**config.mk**
```make
export PLATFORM = sky130hd
export DESIGN_NAME = shift_add_reconstructor
export DESIGN_NICKNAME = d
export VERILOG_FILES = /design/src/rtl/recon_pkg.sv /design/src/rtl/recon_step.sv /design/src/rtl/shift_add_reconstructor.sv
export SDC_FILE = /design/constraint.sdc
export NUM_CORES = 1
export LEC_CHECK = 0
export BUFFER_PORTS_ARGS = -buffer_cell sky130_fd_sc_hd__buf_2
export CAP_MARGIN = 20
export CORE_ASPECT_RATIO = 0.9
export CORE_MARGIN = 2
export CORE_UTILIZATION = 35
export DETAILED_ROUTE_END_ITERATION = 6
export GPL_TIMING_DRIVEN = 0
export HOLD_SLACK_MARGIN = 0.15
export SLEW_MARGIN = 20
export SYNTH_ARGS = -nofsm -noshare
export SYNTH_HDL_FRONTEND = slang
export SYNTH_HIERARCHICAL = 1
export SYNTH_SLANG_ARGS = --single-unit
```
**constraint.sdc**
```tcl
create_clock -name clk -period 4.4 [get_ports clk]
set_clock_uncertainty 0.05 [all_clocks]
set_input_delay 0.44 -clock clk [delete_from_list [all_inputs] [get_ports clk]]
set_output_delay 0.44 -clock clk [all_outputs]
set_load 0.05 [all_outputs]
```
**src/rtl/recon_pkg.sv**
```systemverilog
// Shared constants and state encoding for the shift-add dividend reconstructor.
package recon_pkg;

    localparam int RECON_WIDTH = 8;
    localparam int RECON_CNT_W = $clog2(RECON_WIDTH) + 1;

    typedef enum logic [1:0] {
        IDLE,
        RUN,
        DONE
    } state_t;

    function automatic int cnt_width(input int w);
        return $clog2(w) + 1;
    endfunction

endpackage

```
**src/rtl/recon_step.sv**
```systemverilog
// One conditional shift-add iteration: adds B << shamt to the accumulator when qbit is set.
module recon_step
    import recon_pkg::*;
#(
    parameter int WIDTH = RECON_WIDTH,
    parameter int CNT_W = RECON_CNT_W
) (
    input  logic [2*WIDTH-1:0] acc,
    input  logic [WIDTH-1:0]   b,
    input  logic [CNT_W-1:0]   shamt,
    input  logic               qbit,
    output logic [2*WIDTH-1:0] acc_next
);

    logic [2*WIDTH-1:0] addend;

    always_comb begin
        addend   = {{WIDTH{1'b0}}, b} << shamt;
        acc_next = qbit ? acc + addend : acc;
    end

endmodule

```
**src/rtl/shift_add_reconstructor.sv**
```systemverilog
// Rebuilds a dividend P = Q*B + R with one multiplier bit per clock, flagging invalid triples.
module shift_add_reconstructor
    import recon_pkg::*;
#(
    parameter int WIDTH = RECON_WIDTH
) (
    input  logic               clk,
    input  logic               rst_n,
    input  logic               start,
    input  logic [WIDTH-1:0]   Q,
    input  logic [WIDTH-1:0]   B,
    input  logic [WIDTH-1:0]   R,
    output logic               busy,
    output logic               done,
    output logic [2*WIDTH-1:0] P,
    output logic               b_zero,
    output logic               rem_err
);

    localparam int CNT_W = cnt_width(WIDTH);

    state_t             state;
    logic [CNT_W-1:0]   cnt;
    logic [2*WIDTH-1:0] acc;
    logic [2*WIDTH-1:0] acc_next;
    logic [WIDTH-1:0]   q_sh;
    logic [WIDTH-1:0]   b_lat;
    logic [WIDTH-1:0]   r_lat;

    // q_sh is shifted right each step so its LSB is always the current multiplier bit
    recon_step #(
        .WIDTH (WIDTH),
        .CNT_W (CNT_W)
    ) u_step (
        .acc      (acc),
        .b        (b_lat),
        .shamt    (cnt),
        .qbit     (q_sh[0]),
        .acc_next (acc_next)
    );

    assign busy = (state != IDLE);

    always_ff @(posedge clk or negedge rst_n) begin
        if (!rst_n) begin
            state   <= IDLE;
            cnt     <= '0;
            acc     <= '0;
            q_sh    <= '0;
            b_lat   <= '0;
            r_lat   <= '0;
            P       <= '0;
            done    <= 1'b0;
            b_zero  <= 1'b0;
            rem_err <= 1'b0;
        end else begin
            case (state)
                IDLE: begin
                    done <= 1'b0;
                    if (start) begin
                        q_sh  <= Q;
                        b_lat <= B;
                        r_lat <= R;
                        acc   <= {{WIDTH{1'b0}}, R};
                        cnt   <= '0;
                        state <= RUN;
                    end
                end
                RUN: begin
                    acc  <= acc_next;
                    q_sh <= q_sh >> 1;
                    cnt  <= cnt + CNT_W'(1);
                    // Last multiplier bit: publish the result and flags together
                    if (cnt == CNT_W'(WIDTH - 1)) begin
                        P       <= acc_next;
                        b_zero  <= (b_lat == '0);
                        rem_err <= (r_lat >= b_lat);
                        done    <= 1'b1;
                        state   <= DONE;
                    end
                end
                DONE: begin
                    done  <= 1'b0;
                    state <= IDLE;
                end
                default: begin
                    done  <= 1'b0;
                    state <= IDLE;
                end
            endcase
        end
    end

endmodule

```
==> flow_metrics.env <==
export IMPL_ys_seq_area_frac=0.399
export IMPL_crit_fanout=10
export IMPL_r2r_start="cnt[1]$_DFFE_PN0P_"
export IMPL_wire_per_inst_um=15.6
export IMPL_synth_cells=443
export IMPL_path_clk_slew_ns=0.05
export IMPL_synth_nets=495
export IMPL_std_cell_rows=37
export IMPL_post_place_ws_ns=0.693
export IMPL_fin_crit_ns=3.77
export IMPL_yosysWarnings=6
export IMPL_hpwl_um=7800
export IMPL_gp_congestion=0.894
export IMPL_hp_start="B[0]"
export IMPL_hold_path_class="in2reg"
export IMPL_finalCritPeriodShare=0.858
export IMPL_io_pins=47
export IMPL_worstSetupStartpoint="cnt[1]$_DFFE_PN0P_"
export IMPL_synth_cell_types=57
export IMPL_final_cell_mix="nand2_1, dfrtp_1, buf_2"
export IMPL_relSlewSlack=0.576
export IMPL_cts_buffers=9
export IMPL_overflow=0
export IMPL_holdWs_ns=0.245
export IMPL_die_y_um=106
export IMPL_grt_pass1_vias=3473
export IMPL_start_util=0.358
export IMPL_fmax_ghz=0.265
export IMPL_syn_area_um2=4080
export IMPL_fill_cells=1168
export IMPL_timing_rr_end="P[15]$_DFFE_PN0P_"
export IMPL_synth_area_leader_cell="dfrtp_1"
export IMPL_synth_seq_cells=65
export IMPL_vias=3481
export IMPL_die_area_um2=12500
export IMPL_cts_sinks=65
export IMPL_htree_levels=3
export IMPL_core_area_um2=11400
export IMPL_status="finished clean"
export IMPL_wl_um=10300
export IMPL_layout_drive_gt1_share=0.219
export IMPL_finalHoldViolCount=0
export IMPL_final_util=0.425
export IMPL_grt_max_degree=42
export IMPL_critPathLaunchType="register"
export IMPL_reg2regPathDepth=13
export IMPL_crit_type="reg2reg"
export IMPL_synth_top_area_frac=0.399
export IMPL_portBuffers=46
export IMPL_dr_first_iter_drc_count=237
export IMPL_synthTopCellsByArea="dfrtp_1, nand2_1, mux2_2"
export IMPL_setup_viol=0
export IMPL_final_common_cell="nand2_1"
export IMPL_clk_latency_ns=0.33
export IMPL_final_nets=554
export IMPL_r2r_slack_ns=0.63
export IMPL_synthArstFlopShare=1.00
export IMPL_synth_edf_count=0
export IMPL_antenna_found_initial=0
export IMPL_cts_setup_buffers=0
export IMPL_root_buffer="clkbuf_16"
export IMPL_antenna_left=0
export IMPL_grt_first_pass_wirelength_um=17300
export IMPL_area_delta_synth_final_pct=18.5
export IMPL_syn_avg_cell_area_um2=9.21
export IMPL_arrival_ns=3.94
export IMPL_grt_use_total=0.176
export IMPL_antenna_cells=0
export IMPL_worst_endpoint_required_ns=4.57
export IMPL_die_w_um=118
export IMPL_synthFlopType="dfrtp_1"
export IMPL_clockBufferDepth=2
export IMPL_drc=0
export IMPL_cts_tree="yes"
export IMPL_viasPerCell=5.25
export IMPL_endpoint_kind="register"
export IMPL_drv_slew=0
export IMPL_final_setup_tns_ns=0
export IMPL_worst_pin_slew_ns=0.636
export IMPL_drt_pass1_iter_count=5
export IMPL_crit_path_end="P[15]$_DFFE_PN0P_"
export IMPL_cap_violations=0
export IMPL_rsz0062_at_grt="no"
export IMPL_fin_ws_ns=0.626
==> final cells by class <==
cell class | instances | area [um2] | share of cell area
multi-input cells | 340 | 2270 | 0.470
flip-flops and latches | 65 | 1630 | 0.336
well taps | 156 | 195 | 0.0404
clock inverters | 5 | 55.1 | 0.0114
inverters | 20 | 75.1 | 0.0155
repair buffers | 48 | 263 | 0.0543
clock buffers | 11 | 243 | 0.0502
plain buffers | 18 | 105 | 0.0217
==> Yosys cell counts, types with 2 or more instances <==
library cell	number
a21oi_1	12
nor4_1	2
buf_2	9
o22ai_1	5
o21a_1	3
o31ai_1	2
a22oi_1	17
clkbuf_1	4
xor2_1	3
o21bai_1	2
xnor2_1	9
a31o_1	2
o211ai_1	2
dfrtp_1	65
mux2i_1	6
clkinv_1	2
a31oi_1	6
nand4_1	2
nand3_1	5
mux2_2	28
buf_6	3
nand2_1	103
nor2b_1	5
ha_1	24
nor2_1	17
and2_1	5
a21o_1	6
nand2b_1	2
o21ai_0	36
a211oi_1	7
nor3_1	6
inv_1	18
==> kinds of logic after synthesis <==
logic type	Yosys count	share of synthesized area
AND/OR/NAND/NOR	156	0.172
flip-flops	65	0.399
adder cells (fa/ha/maj)	25	0.0785
AO/OA/AOI/OAI	110	0.174
multiplexers	37	0.107
buffers and inverters	38	0.0442
XOR/XNOR	12	0.0258
==> worst max-delay path, cell delays in order, from the launching register on <==
cell       delay (ns)
dfrtp_1          0.48
clkbuf_1         0.35
mux4_2           0.40
nand2_1          0.08
o21ai_0          0.12
and2_1           0.20
ha_1             0.34
a2111oi_0        0.40
o21a_1           0.18
nor2_1           0.10
a41oi_1          0.26
mux2i_1          0.30
xor2_1           0.12
mux2_2           0.27
==> routing by layer <==
| layer | GRT usage | up-vias | part of all wire |
|---|---|---|---|
| met2 | 0.286 | 75 | 0.48 |
| li1 | - | 1700 | - |
| met4 | 0.0723 | 0 | 0.017 |
| met3 | 0.0354 | 15 | 0.040 |
| met5 | 0 | - | 0 |
| met1 | 0.230 | 1691 | 0.47 |
==> worst min-delay path by stage <==
stage / end / cells past startpoint
after floorplan: P[0]$_DFFE_PN0P_ / 0
after global placement: q_sh[0]$_DFFE_PN0P_ / 2
after detailed placement: q_sh[3]$_DFFE_PN0P_ / 1
after CTS: b_lat[0]$_DFFE_PN0P_ / 3
after global routing: b_lat[3]$_DFFE_PN0P_ / 3
final: b_lat[0]$_DFFE_PN0P_ / 3
==> metrics by stage <==
stage               cells  instance area [um2]
finish                663                 4840
global route          663                 4840
CTS                   663                 4840
detailed placement    646                 4530
global placement      645                 4510
floorplan             443                 4080
==> what timing repair did <==
action	CTS	global route
endpoints found under the hold margin	24	0
hold buffers	1	0
resized for setup	0	0
==> sequential cells by signal, summed over array words and instances (netlist names) <==
name / count
state: 2
P: 16
q_sh: 8
cnt: 4
b_lat: 8
r_lat: 8
rem_err: 1
b_zero: 1
acc: 16
done: 1
Power is not shown: default switching activity piles up to over one toggle a cycle in this logic, so the estimate is an artifact.
